--- src/rtl/accum_seq_pkg.sv ---
// Purpose: shared types and default sizes for the accumulator sequencer.
// Latency: n/a (declarations only).
// Backpressure: n/a.
package accum_seq_pkg;

  localparam int ACC_WIDTH = 8;  // accumulator / step width
  localparam int ACC_CNT_W = 8;  // cycle-count width

  typedef enum logic [1:0] {
    ST_IDLE  = 2'd0,
    ST_CLEAR = 2'd1,
    ST_RUN   = 2'd2,
    ST_DONE  = 2'd3
  } accum_seq_state_e;

endpackage

--- src/rtl/accum_seq_ctrl_if.sv ---
// Purpose: groups the sequencer's request inputs and datapath-control outputs.
// Latency: n/a (wiring only).
// Backpressure: none; start is simply ignored while a run is in progress.
// master: requester/datapath side (drives start/step/n_cycles/abort/co).
// slave:  the sequencer (drives acc_clr/acc_en/step_q/busy/done/remaining/ovf).
interface accum_seq_ctrl_if #(
  parameter int WIDTH = 8,
  parameter int CNT_W = 8
);
  logic             start;
  logic [WIDTH-1:0] step;
  logic [CNT_W-1:0] n_cycles;
  logic             abort;
  logic             co;
  logic             acc_clr;
  logic             acc_en;
  logic [WIDTH-1:0] step_q;
  logic             busy;
  logic             done;
  logic [CNT_W-1:0] remaining;
  logic             ovf;

  modport master (
    output start, step, n_cycles, abort, co,
    input  acc_clr, acc_en, step_q, busy, done, remaining, ovf
  );

  modport slave (
    input  start, step, n_cycles, abort, co,
    output acc_clr, acc_en, step_q, busy, done, remaining, ovf
  );
endinterface

--- src/rtl/accum_seq_cnt.sv ---
// Purpose: loadable down-counter holding the accumulate cycles still to run.
// Latency: load/decrement visible one cycle after the edge; flags are from the count flop.
// Backpressure: none; decrement saturates at zero so the count never wraps.
// Ports: ck/clr clock and async active-low reset; load/load_val; dec; cnt, is_one, is_zero.
module accum_seq_cnt #(
  parameter int CNT_W = 8
) (
  input  logic             ck,
  input  logic             clr,
  input  logic             load,
  input  logic [CNT_W-1:0] load_val,
  input  logic             dec,
  output logic [CNT_W-1:0] cnt,
  output logic             is_one,
  output logic             is_zero
);

  always_ff @(posedge ck or negedge clr) begin
    if (!clr) begin
      cnt <= '0;
    end else if (load) begin
      cnt <= load_val;
    end else if (dec && (cnt != '0)) begin
      cnt <= cnt - 1'b1;
    end
  end

  assign is_one  = (cnt == CNT_W'(1));
  assign is_zero = (cnt == '0);

endmodule

--- src/rtl/accum_seq_ctrl.sv ---
// Purpose: sequencer that clears the accumulator register, enables it for N cycles, then pulses done.
// Latency: start at edge k -> CLEAR cycle k+1, RUN k+2..k+1+N, done in k+2+N; all outputs registered.
// Backpressure: start ignored unless IDLE; abort (CLEAR/RUN) returns to IDLE without done.
// Ports: ck, clr (async active-low reset); bus (accum_seq_ctrl_if.slave) carries request and
// datapath signals. Optional ACC_OVF_STOP_EN: a carry seen during RUN ends the run with ovf=1.
module accum_seq_ctrl
  import accum_seq_pkg::*;
#(
  parameter int WIDTH = ACC_WIDTH,
  parameter int CNT_W = ACC_CNT_W
) (
  input  logic             ck,
  input  logic             clr,
  accum_seq_ctrl_if.slave  bus
);

  localparam logic [1:0] IDLE  = ST_IDLE;
  localparam logic [1:0] CLEAR = ST_CLEAR;
  localparam logic [1:0] RUN   = ST_RUN;
  localparam logic [1:0] DONE  = ST_DONE;

  logic [1:0]       state_q, state_d;
  logic             cnt_load, cnt_dec, cnt_is_one, cnt_is_zero;
  logic [CNT_W-1:0] cnt;
  logic             step_ld;
  logic             start_acc;
  logic             ovf_set;
  logic             acc_clr_q, acc_en_q, busy_q, done_q;
  logic [WIDTH-1:0] step_q;

  assign start_acc = (state_q == IDLE) && bus.start;

  accum_seq_cnt #(.CNT_W(CNT_W)) u_cnt (
    .ck       (ck),
    .clr      (clr),
    .load     (cnt_load),
    .load_val (bus.n_cycles),
    .dec      (cnt_dec),
    .cnt      (cnt),
    .is_one   (cnt_is_one),
    .is_zero  (cnt_is_zero)
  );

  always_comb begin
    state_d  = state_q;
    cnt_load = 1'b0;
    cnt_dec  = 1'b0;
    step_ld  = 1'b0;
    ovf_set  = 1'b0;
    case (state_q)
      IDLE: begin
        if (bus.start) begin
          // A zero-length run still reloads the counter so remaining reads 0 in DONE.
          cnt_load = 1'b1;
          if (bus.n_cycles != '0) begin
            step_ld = 1'b1;
            state_d = CLEAR;
          end else begin
            state_d = DONE;
          end
        end
      end
      CLEAR: begin
        state_d = bus.abort ? IDLE : RUN;
      end
      RUN: begin
        // The load in this cycle happens regardless, so the count always steps.
        cnt_dec = 1'b1;
        if (bus.abort) begin
          state_d = IDLE;
`ifdef ACC_OVF_STOP_EN
        end else if (bus.co) begin
          state_d = DONE;
          ovf_set = 1'b1;
`endif
        end else if (cnt_is_one || cnt_is_zero) begin
          state_d = DONE;
        end
      end
      default: begin
        state_d = IDLE;
      end
    endcase
  end

  // Outputs are decoded from the next state and registered, so each one
  // changes together with the state flop and never follows an input directly.
  always_ff @(posedge ck or negedge clr) begin
    if (!clr) begin
      state_q   <= IDLE;
      acc_clr_q <= 1'b1;
      acc_en_q  <= 1'b1;
      busy_q    <= 1'b0;
      done_q    <= 1'b0;
      step_q    <= '0;
    end else begin
      state_q   <= state_d;
      acc_clr_q <= (state_d != CLEAR);
      acc_en_q  <= (state_d != RUN);
      busy_q    <= (state_d == CLEAR) || (state_d == RUN);
      done_q    <= (state_d == DONE);
      if (step_ld) begin
        step_q <= bus.step;
      end
    end
  end

`ifdef ACC_OVF_STOP_EN
  logic ovf_q;
  always_ff @(posedge ck or negedge clr) begin
    if (!clr) begin
      ovf_q <= 1'b0;
    end else if (start_acc) begin
      ovf_q <= 1'b0;
    end else if (ovf_set) begin
      ovf_q <= 1'b1;
    end
  end
  assign bus.ovf = ovf_q;
`else
  logic unused_ovf_path;
  assign unused_ovf_path = bus.co ^ ovf_set ^ start_acc;
  assign bus.ovf = 1'b0;
`endif

  assign bus.acc_clr   = acc_clr_q;
  assign bus.acc_en    = acc_en_q;
  assign bus.busy      = busy_q;
  assign bus.done      = done_q;
  assign bus.step_q    = step_q;
  assign bus.remaining = cnt;

endmodule

--- src/flat_wrapper.sv ---
// flat-port wrapper written by rule: the top's interface ports become plain ports
module accum_seq_ctrl_flat import accum_seq_pkg::*;
#(
  parameter int WIDTH = ACC_WIDTH,
  parameter int CNT_W = ACC_CNT_W
)
  (ck, clr, bus_start, bus_step, bus_n_cycles, bus_abort, bus_co, bus_acc_clr, bus_acc_en, bus_step_q, bus_busy, bus_done, bus_remaining, bus_ovf);
  accum_seq_ctrl_if #(.WIDTH(WIDTH), .CNT_W(CNT_W)) bus_i ();
  input  logic ck;
  input  logic clr;
  input wire logic [$bits(bus_i.start)-1:0] bus_start;
  input wire logic [$bits(bus_i.step)-1:0] bus_step;
  input wire logic [$bits(bus_i.n_cycles)-1:0] bus_n_cycles;
  input wire logic [$bits(bus_i.abort)-1:0] bus_abort;
  input wire logic [$bits(bus_i.co)-1:0] bus_co;
  output wire logic [$bits(bus_i.acc_clr)-1:0] bus_acc_clr;
  output wire logic [$bits(bus_i.acc_en)-1:0] bus_acc_en;
  output wire logic [$bits(bus_i.step_q)-1:0] bus_step_q;
  output wire logic [$bits(bus_i.busy)-1:0] bus_busy;
  output wire logic [$bits(bus_i.done)-1:0] bus_done;
  output wire logic [$bits(bus_i.remaining)-1:0] bus_remaining;
  output wire logic [$bits(bus_i.ovf)-1:0] bus_ovf;
  assign bus_i.start = bus_start;
  assign bus_i.step = bus_step;
  assign bus_i.n_cycles = bus_n_cycles;
  assign bus_i.abort = bus_abort;
  assign bus_i.co = bus_co;
  assign bus_acc_clr = bus_i.acc_clr;
  assign bus_acc_en = bus_i.acc_en;
  assign bus_step_q = bus_i.step_q;
  assign bus_busy = bus_i.busy;
  assign bus_done = bus_i.done;
  assign bus_remaining = bus_i.remaining;
  assign bus_ovf = bus_i.ovf;
  accum_seq_ctrl #(.WIDTH(WIDTH), .CNT_W(CNT_W)) u_core (.ck(ck), .clr(clr), .bus(bus_i));
endmodule
--- config.mk ---
export PLATFORM = sky130hd
export DESIGN_NAME = accum_seq_ctrl_flat
export DESIGN_NICKNAME = d
export VERILOG_FILES = /design/src/rtl/accum_seq_pkg.sv /design/src/rtl/accum_seq_ctrl_if.sv /design/src/rtl/accum_seq_cnt.sv /design/src/rtl/accum_seq_ctrl.sv /design/src/flat_wrapper.sv
export SDC_FILE = /design/constraint.sdc
export NUM_CORES = 1
export LEC_CHECK = 0
export BUFFER_PORTS_ARGS = -buffer_cell sky130_fd_sc_hd__buf_2
export CORE_UTILIZATION = 25
export CTS_CLUSTER_SIZE = 28
export DETAILED_ROUTE_END_ITERATION = 7
export GPL_TIMING_DRIVEN = 0
export PLACE_DENSITY_LB_ADDON = 0.05
export SETUP_SLACK_MARGIN = 0.3
export SKIP_CTS_REPAIR_TIMING = 1
export SLEW_MARGIN = 20
export SYNTH_ARGS = -nofsm -noshare
export SYNTH_HDL_FRONTEND = slang
export SYNTH_SLANG_ARGS = --single-unit
--- constraint.sdc ---
create_clock -name ck -period 2.4 [get_ports ck]
set_clock_uncertainty 0.15 [all_clocks]
set_input_delay 0.6 -clock ck [delete_from_list [all_inputs] [get_ports ck]]
set_output_delay 0.6 -clock ck [all_outputs]
set_load 0.01 [all_outputs]
# After elaboration in Yosys (flattened, before gate mapping)

Index checks and enable logic that the tools add are counted.

Logic and storage cells: 38
Bits of input ports: 21
Flip-flop bits (word level): 22
Output and inout bits: 21

Reduce and logical (&&, ||, !) cells: 8
Equal/unequal tests: 8
Mux-type cells: 14
$add $sub $neg: 1

Operators with widths:

| kind                                                  | count |
|---|---|
| 2-to-1 mux 8 bit                                      | 2 |
| nonzero test 8 bit                                    | 2 |
| 2-to-1 mux 2 bit                                      | 5 |
| equality test 8 x 1 -> 1 bit, second input constant   | 1 |
| logical NOT 8 bit                                     | 1 |
| subtractor 8 x 1 -> 8 bit, second input constant      | 1 |
| equality test 2 bit, second input constant            | 3 |
| 2-to-1 mux 1 bit                                      | 6 |
| case mux 2 bit (3 select lines)                       | 1 |
| equality test 2 x 1 -> 1 bit, second input constant   | 2 |
| logical NOT 2 bit                                     | 1 |
| logical OR 1 bit                                      | 2 |
| inequality test 2 x 1 -> 1 bit, second input constant | 1 |
| inequality test 2 bit, second input constant          | 1 |
| nonzero test 2 bit                                    | 1 |
| logical AND 1 bit                                     | 1 |

# Logic depth before layout (Yosys ltp)

Gate-level depths: netlist of the first run.

Depth in word-level cells: 7
Mapped depth: 6
Depth with buffers taken out: 6

# Modules after synthesis

From an unflattened synthesis of the first run, not the netlist that was laid out.

Cells, all modules: 109
Area total of the unflattened synthesis: 1204.9 um^2

Modules (own cells, without submodules):

| module         | seq. area each (um^2) | instances | cells each | area each (um^2) |
|---|---|---|---|---|
| accum_seq_ctrl | 352.8                 | 1         | 44         | 615.6 |
| accum_seq_cnt  | 200.2                 | 1         | 65         | 589.3 |

# Worst setup path after synthesis of the first run

Ideal clock, no wire load.

Path kind: in2reg
Start: input port bus_n_cycles[5]
End: register u_core.busy_q, in the netlist u_core.bus.busy
Data required time: 2.187 ns
Setup slack: 0.229 ns
Path buffers: 0
Setup time: 0.063 ns
Data arrival time: 1.958 ns
Stages on the path: 6
Path through: or4_1 -> nor2_1 -> nand2_1 -> a22oi_1 -> ha_1 -> inv_1

Longest elaborated chain between the ends: 6
Elaborated cells on any way between the ends: 7
Those cells by class: eq/ne: 2; mux: 3; reduce/logical: 2

RTL lines:

| item                                                                       | RTL line              | source |
|---|---|---|
| from (decl)                                                                | flat_wrapper.sv:13    | `input wire logic [$bits(bus_i.n_cycles)-1:0] bus_n_cycles;` |
| nonzero test 8 bit *                                                       | accum_seq_ctrl.sv:55  | `if (bus.n_cycles != '0) begin` |
| 2-to-1 mux 2 bit *                                                         | accum_seq_ctrl.sv:55  |  |
| 2-to-1 mux 2 bit *                                                         | accum_seq_ctrl.sv:52  | `if (bus.start) begin` |
| case mux 2 bit (3 select lines) *                                          | accum_seq_ctrl.sv:50  | `case (state_q)` |
| net u_core.state_d[1]                                                      | accum_seq_ctrl.sv:22  | `logic [1:0] state_q, state_d;` |
| equality test 2 x 1 -> 1 bit / equality test 2 bit (equally long branches) | accum_seq_ctrl.sv:100 | `busy_q <= (state_d == CLEAR) \|\| (state_d == RUN);` |
| logical OR 1 bit *                                                         | accum_seq_ctrl.sv:100 |  |
| to (signal assigned)                                                       | accum_seq_ctrl.sv:100 |  |
| to (decl)                                                                  | accum_seq_ctrl.sv:28  | `logic acc_clr_q, acc_en_q, busy_q, done_q;` |

The timed path passes the listed nets; every way through them passes the cells marked *.
A chain may end at the register's enable or synchronous reset.

# Final worst setup path of the first run

Start: input port bus_n_cycles[1]
End: register u_core.busy_q, in the netlist u_core.bus.busy

The elaborated chain is that of the path after synthesis.

==> results of run 1 <==
==> state kept, by name, summed over array words and instances (netlist names) <==
signal	count
u_core.bus.step_q	8
u_core.u_cnt.cnt	8
u_core.state_q	2
u_core.bus.acc_clr	1
u_core.bus.acc_en	1
u_core.bus.busy	1
u_core.bus.done	1
==> cell usage in the layout, fill, tap and decap left out, types with 2 or more instances in the layout <==
cell type  count
a21oi_1        3
nor3_1         4
buf_2         40
nor2_1         5
o311ai_0       2
nor2_4         2
dfrtp_1       19
ha_1           6
buf_4          2
nand2_1        8
nand3_1        2
or4_1          3
mux2_2         9
clkbuf_8       3
inv_1          6
dfstp_2        2
==> power by group <==
part / internal [mW] / total [mW] / switching [mW]
clock: 0.118 / 0.240 / 0.121
sequential: 0.463 / 0.560 / 0.0965
combinational: 0.199 / 0.412 / 0.213
==> area by class of cell <==
class | instances | area (µm²)
Buffer | 2 | 12.5
Clock buffer | 4 | 45.0
Fill cell | 472 | 2850
Inverter | 6 | 22.5
Multi-Input combinational cell | 70 | 572
Sequential cell | 22 | 554
Tap cell | 52 | 65.1
Timing Repair Buffer | 40 | 203
==> cells in the mapped netlist (2+ instances only) <==
cell type / number / area share (%)
or4_1: 4 / 2.7
a21oi_1: 3 / 1.3
o311ai_0: 2 / 1.6
nor2_1: 6 / 2.0
nor3_1: 4 / 1.8
inv_1: 6 / 2.0
nand3_1: 2 / 0.89
ha_1: 6 / 6.7
mux2_2: 9 / 9.0
dfstp_2: 2 / 4.7
dfrtp_1: 20 / 44
nand2_1: 8 / 2.7
==> per-stage QoR <==
step / instances / hold slack (ns) / util [%]
finish: 196 / 0.149 / 34.1
global route: 196 / 0.182 / 34.1
CTS: 195 / 0.172 / 33.2
detailed placement: 191 / 0.340 / 32.2
global placement: 191 / 0.333 / 32.2
floorplan: 100 / 0.154 / -
==> worst max path at each step <==
stage,start,end,cells past startpoint
final,bus_n_cycles[1],u_core.bus.busy,7
after global routing,bus_n_cycles[1],u_core.bus.busy,7
after CTS,u_core.u_cnt.cnt[2],u_core.bus.acc_clr,6
after detailed placement,bus_n_cycles[5],u_core.bus.busy,7
after global placement,bus_n_cycles[5],u_core.bus.busy,7
after floorplan,bus_n_cycles[5],u_core.bus.busy,6
==> layer usage <==
| layer | up-vias | track usage, % | share of wire [%] |
|---|---|---|---|
| met1 | 450 | 15.3 | 45 |
| met2 | 28 | 18.4 | 48 |
| met4 | 0 | 5.44 | 1.9 |
| li1 | 455 | - | - |
| met5 | - | 0 | 0 |
| met3 | 5 | 2.34 | 4.7 |
==> logic make-up (layout without fill, tap and decap cells) <==
family | after synthesis | count (layout) | share of synthesized area [%]
AND/OR/NAND/NOR | 34 | 34 | 17.4
flip-flops | 22 | 22 | 49.2
AO/OA/AOI/OAI | 18 | 18 | 12.7
multiplexers | 10 | 10 | 9.90
buffers and inverters | 8 | 52 | 3.11
adder cells (fa/ha/maj) | 6 | 6 | 6.67
other | 1 | 1 | 0.333
XOR/XNOR | 1 | 1 | 0.779
==> impl_metrics.tcl, run 1 <==
set metrics [dict create \
    worst_pin_slew_ns 0.545 \
    grt_max_degree 23 \
    drt-initial-drc-count 29 \
    post-route-cell-area_mm2 0.00147 \
    crit_chain "buf_2 -> or4_1 -> nor2_4 -> nand2_1 -> a22oi_2 -> ha_1 -> inv_1" \
    rrSetupSlack_ns 0.42 \
    viasPerCell 4.79 \
    die_w_um 69.1 \
    setup_viol 0 \
    place_congestion 0.741 \
    critPathKind "input pin to flop" \
    seq_area_frac_synth_pct 49.2 \
    timing.final.max_slew_violations 0 \
    synth-main-ff-cell "dfrtp_1" \
    cp_num_buf_inv 2 \
    ys.warnings.count 0 \
    clock_latency_ns 0.27 \
    critical-path-top-delay-family "simple AND/OR/NAND/NOR gates" \
    grt_pass1_vias 913 \
    track_usage_pct 11.7 \
    num_vias 938 \
    grt_pass1_wl_um 4440 \
    n_antenna_cell 0 \
    clk_pin_slew_ns 0.08 \
    placed_cell_area_mm2 0.00139 \
    dieArea_mm2 0.00477 \
    reg2reg_depth 6 \
    wl_per_cell_um 12.9 \
    reg2reg_to "u_core.bus.busy" \
    syn2layout_area_growth_pct 31.0 \
    cp-start-kind "input pin" \
    routed_wl_um 2520 \
    cts_buffers 3 \
    rr_startpoint "u_core.u_cnt.cnt[2]" \
    period_share_pct 84.4 \
    critPathMaxStageDelay_ns 0.59 \
    start_util_pct 26.0 \
    ant_nets 0 \
    synthCells 100 \
    worstPathRequired_ns 2.45 \
    cts.sinks 22 \
    cts_tree "done" \
    cts_buffer_depth 2 \
    num_rows 24 \
    syn_avg_cell_area_um2 11.2 \
    fin_crit_ns 2.02 \
    hp-class "input pin to asynchronous set/reset pin" \
    setup_ws_ns 0.375 \
    antenna_found_initial 0 \
    synth-edff-count 0 \
    h-tree-depth 1 \
    portBuffers 39 \
    leakagePower_nw 0.666 \
    drc_errors 0 \
    ys_ff_latch 22 \
    outcome "finished clean" \
    synthesis.nets 127 \
    cts_root_buf "clkbuf_8" \
    die_h_um 69.1 \
    dp.final_hpwl_um 1920 \
    crit_slowest_cell "or4_1" \
    p_per_area_mw_per_mm2 822 \
    relSlewSlack_pct 63.4 \
    place_ws_ns 0.0494 \
    tns_ns 0 \
    nets 172 \
    ys_types 40 \
    layout-drive-gt1-share_pct 47.2 \
    grt-ovfl-total 0 \
    rsz0062_at_grt "false" \
    pin_count 42 \
    cp.arrival_ns 2.08 \
    total_power_mw 1.21 \
    cp_max_fo 3 \
    detail_route.first_pass.iterations 4 \
    hold_viol 0 \
    syn_area_mm2 0.00112 \
    synth-async-reset-ratio_pct 100 \
    irDropWorstVdd_mv 0.260 \
    core_area_mm2 0.00432 \
    cap_violations 0 \
    timing.fmax_ghz 0.494 \
    cp-end-kind "flop" \
]
Power figures use the tool's default switching activity.
==> inputs of run 2 (changes only) <==
==> constraint.sdc (replaced) <==
create_clock -name ck -period 1.7 [get_ports ck]
set_clock_uncertainty 0.15 [all_clocks]
set_input_delay 0.425 -clock ck [delete_from_list [all_inputs] [get_ports ck]]
set_output_delay 0.425 -clock ck [all_outputs]
set_load 0.01 [all_outputs]
==> impl_metrics.tcl, run 2 (synthesis results as in run 1) <==
set metrics [dict create \
    routed_wl_um 3160 \
    worstPathRequired_ns 1.71 \
    violations "negative hold slack, negative setup slack" \
    post-route-cell-area_mm2 0.00188 \
    grt-ovfl-total 0 \
    detail_route.first_pass.iterations 4 \
    grt_max_degree 23 \
    cap_violations 0 \
    p_per_area_mw_per_mm2 1260 \
    dieArea_mm2 0.00477 \
    pin_count 42 \
    dp.final_hpwl_um 2030 \
    cp_max_fo 5 \
    hp-class "input pin to asynchronous set/reset pin" \
    nets 196 \
    period_share_pct 113 \
    start_util_pct 26.0 \
    placed_cell_area_mm2 0.00145 \
    critPathKind "flop to flop" \
    relSlewSlack_pct 65.9 \
    crit_slowest_cell "dfrtp_2" \
    track_usage_pct 11.8 \
    layout_common_cells "31 x buf_2, 21 x buf_4, 14 x buf_6, 13 x dfrtp_1, 8 x mux2_2" \
    cts_buffer_depth 2 \
    worst_pin_slew_ns 0.511 \
    cts_root_buf "clkbuf_8" \
    cp.arrival_ns 1.94 \
    largestRegisters "u_core.bus.step_q (8), u_core.u_cnt.cnt (8), u_core.state_q (2)" \
    outcome "complete, but fails checks" \
    portBuffers 39 \
    crit_chain "nor2_2 -> nand2_1 -> or3_4 -> o41a_1 -> ha_1 -> inv_1" \
    fill_cells 424 \
    hold_slack_ns -0.0374 \
    final_common_cell "buf_2" \
    clock_latency_ns 0.27 \
    timing.final.max_slew_violations 0 \
    tns_ns -1.84 \
    grt_pass1_vias 955 \
    cts_tree "done" \
    setup_ws_ns -0.222 \
    viasPerCell 4.84 \
    h-tree-depth 1 \
    ant_nets 0 \
    irDropWorstVdd_mv 0.518 \
    grt_pass1_wl_um 4450 \
    drc_errors 0 \
    layout-drive-gt1-share_pct 68.5 \
    die_h_um 69.1 \
    syn2layout_area_growth_pct 67.2 \
    drt-initial-drc-count 11 \
    hold_viol 20 \
    setup_viol 19 \
    cts.sinks 22 \
    n_antenna_cell 0 \
    cts_buffers 3 \
    clk_pin_slew_ns 0.09 \
    leakagePower_nw 0.854 \
    fin_crit_ns 1.92 \
    cp-start-kind "flop" \
    rsz0062_at_grt "true" \
    num_vias 1065 \
    die_w_um 69.1 \
    timing.fmax_ghz 0.520 \
    critPathMaxStageDelay_ns 0.46 \
    final-seq-area_um2 562 \
    cp-end-kind "flop" \
    multi_input_area_um2 689 \
    antenna_found_initial 0 \
    wl_per_cell_um 14.3 \
    place_congestion 0.709 \
    core_area_mm2 0.00432 \
    num_rows 24 \
]
-- run 2: layout make-up --
type | count | share of cell area (%)
buffer | 2 | 0.998
clock buffer | 3 | 2.20
clock inverter | 1 | 1.60
inverter | 6 | 1.20
multi-input combinational | 70 | 36.7
sequential | 22 | 29.9
tap | 52 | 3.46
timing repair buffer | 64 | 24.0
-- run 2: routing by layer --
metal | track usage [%] | vias up | share of wire, %
met5 | 0 | - | 0
met2 | 19.5 | 26 | 49
met4 | 4.08 | 0 | 1.8
met3 | 2.78 | 4 | 4.5
met1 | 15.1 | 534 | 45
li1 | - | 501 | -
-- run 2: per-stage QoR --
stage	hold WS [ns]	total power [mW]	cells	utilization (%)	setup slack, ns
after global routing	-0.000839	2.52	220	43.5	-0.299
after CTS	-0.0175	1.93	195	35.2	-0.316
after floorplan	-0.0206	1.18	100	-	-0.180
final	-0.0374	2.37	220	43.5	-0.222
after global placement	0.274	1.42	191	33.6	-0.394
after detailed placement	0.277	1.43	191	33.6	-0.400
-- run 2: worst paths after layout --
check / start / end / slack (ns) / cells after the start
setup / recovery: u_core.u_cnt.cnt[3] / u_core.bus.busy / -0.22 / 6
hold / removal: clr / u_core.bus.step_q[1] / -0.04 / 1
setup reg to reg: u_core.u_cnt.cnt[3] / u_core.bus.busy / -0.22 / 6
hold reg to reg: u_core.bus.step_q[3] / u_core.bus.step_q[3] / 0.36 / 1
max in group asynchronous: clr / u_core.u_cnt.cnt[0] / 1.05 / 1
min in group ck: bus_step[1] / u_core.bus.step_q[1] / 0.23 / 2
-- run 2: critical path, delay by kind of cell (launching register included) --
family	cells	cell delay, ns
and+or+nand+nor	3	0.58
DFF	1	0.46
AOI/OAI and AO/OA	1	0.32
adders and majority gates	1	0.28
buffers and inverters	1	0.03
-- run 2: power breakdown --
part	internal, mW	switching, mW
registers	0.663	0.148
clock network	0.315	0.179
logic	0.604	0.467
total	1.58	0.793
==> inputs of run 3 (changes only) <==
==> constraint.sdc (replaced) <==
create_clock -name ck -period 2.05 [get_ports ck]
set_clock_uncertainty 0.15 [all_clocks]
set_input_delay 0.5125 -clock ck [delete_from_list [all_inputs] [get_ports ck]]
set_output_delay 0.5125 -clock ck [all_outputs]
set_load 0.01 [all_outputs]
==> impl_metrics.tcl, run 3 (synthesis results as in run 1) <==
set metrics [dict create \
    critPathMaxStageDelay_ns 0.47 \
    cp.arrival_ns 1.95 \
    syn2layout_area_growth_pct 49.8 \
    p_int_mw 1.06 \
    n_antenna_cell 0 \
    p_sw_mw 0.610 \
    critical-path-top-delay-family "simple AND/OR/NAND/NOR gates" \
    routed_wl_um 3080 \
    worstPathRequired_ns 2.06 \
    crit_slowest_cell "dfrtp_2" \
    hp-class "input pin to asynchronous set/reset pin" \
    grt-ovfl-total 0 \
    cts_buffer_depth 2 \
    drc_errors 0 \
    largestRegisters "u_core.bus.step_q (8), u_core.u_cnt.cnt (8), u_core.state_q (2)" \
    pwr-share-clk_pct 17.0 \
    leakagePower_nw 0.764 \
    setup_viol 0 \
    start_util_pct 26.0 \
    cts_buffers 3 \
    pin_count 42 \
    timing.fmax_ghz 0.515 \
    post-route-cell-area_mm2 0.00169 \
    placed_cell_area_mm2 0.00144 \
    ant_nets 0 \
    final_common_cell "buf_2" \
    relSlewSlack_pct 65.4 \
    cap_violations 0 \
    cp_num_buf_inv 1 \
    highest_layer "met4" \
    outcome "finished clean" \
    wl_met2_um 1470 \
    die_w_um 69.1 \
    cts.sinks 22 \
    clk_pin_slew_ns 0.08 \
    grt_pass1_vias 985 \
    crit_chain "nor2_1 -> nand2_1 -> or3_4 -> o41a_1 -> ha_1 -> inv_1" \
    antenna_found_initial 0 \
    place_congestion 0.791 \
    h-tree-depth 1 \
    grt_max_degree 23 \
    critPathKind "flop to flop" \
    clock_latency_ns 0.26 \
    cts_tree "done" \
    cts_root_buf "clkbuf_8" \
    path_depth 6 \
    period_share_pct 94.7 \
    track_usage_pct 12.7 \
    core_area_mm2 0.00432 \
    cp-start-kind "flop" \
    layout_common_cells "39 x buf_2, 17 x buf_4, 15 x dfrtp_1, 9 x mux2_2, 7 x nand2_1" \
    cp-end-kind "flop" \
    fin_cells 211 \
    drt-initial-drc-count 27 \
    met1_length_um 1390 \
    seqPwrFrac_pct 40.0 \
    nets 187 \
    grt_pass1_wl_um 4780 \
    dieArea_mm2 0.00477 \
    timing.final.max_slew_violations 0 \
    wl_per_cell_um 14.6 \
    num_rows 24 \
    tns_ns 0 \
    fin_crit_ns 1.94 \
    rsz0062_at_grt "true" \
    p_comb_share_pct 43.0 \
    wl_met3_um 181 \
    reg2reg_depth 6 \
    detail_route.first_pass.iterations 4 \
    switching_share_pct 36.6 \
    viasPerCell 4.73 \
    hold_viol 0 \
    irDropWorstVdd_mv 0.360 \
    p_per_area_mw_per_mm2 988 \
    die_h_um 69.1 \
    portBuffers 39 \
    layout-drive-gt1-share_pct 61.6 \
    place_inst 191 \
    num_vias 999 \
    dp.final_hpwl_um 2040 \
    worst_pin_slew_ns 0.519 \
    cp_max_fo 6 \
]
==> run 3: worst reg2reg max path, cell delays in order, from the launching register on <==
cell and delay, ns:
dfrtp_2 0.47, nor2_1 0.15, nand2_1 0.09, or3_4 0.36
o41a_1 0.33, ha_1 0.27, inv_1 0.03
==> run 3: worst paths after layout <==
path / from / end / slack [ns]
setup / recovery: u_core.u_cnt.cnt[4] / u_core.bus.busy / 0.11
hold / removal: clr / u_core.bus.step_q[6] / 0.07
setup reg to reg: u_core.u_cnt.cnt[4] / u_core.bus.busy / 0.11
hold reg to reg: u_core.bus.step_q[3] / u_core.bus.step_q[3] / 0.36
max in group asynchronous: clr / u_core.u_cnt.cnt[2] / 1.31
min in group ck: bus_step[4] / u_core.bus.step_q[4] / 0.33
==> run 3: routing by layer <==
metal  GRT usage [%]  up-vias
li1                -      486
met1            16.1      476
met2            21.1       33
met3            2.78        4
met4            4.76        0
met5               0        -
==> run 3: area by class of cell <==
cell class	instances	area, µm²
Fill cell	444	2640
Multi-Input combinational cell	70	659
Sequential cell	22	559
Timing Repair Buffer	55	315
Tap cell	52	65.1
Clock buffer	4	45.0
Inverter	6	22.5
Buffer	2	18.8
==> run 3: metrics by stage <==
| stage | utilization, % | total power [mW] | setup slack, ns | hold WS [ns] |
|---|---|---|---|---|
| detailed placement | 33.2 | 1.17 | -0.116 | 0.343 |
| global route | 39.0 | 1.80 | 0.0288 | 0.0850 |
| CTS | 34.3 | 1.47 | -0.134 | 0.0830 |
| floorplan | - | 0.965 | 0.0821 | 0.0669 |
| finish | 39.0 | 1.67 | 0.109 | 0.0658 |
| global placement | 33.2 | 1.17 | -0.157 | 0.333 |
==> run 3: power by group through the flow <==
stage / clock network [mW] / registers [mW] / logic (mW)
3_3_place_gp: 0 / 0.675 / 0.490
3_5_place_dp: 0 / 0.678 / 0.495
2_1_floorplan: 0 / 0.703 / 0.262
4_1_cts: 0.300 / 0.670 / 0.499
5_1_grt: 0.320 / 0.685 / 0.792
6_report: 0.283 / 0.666 / 0.717
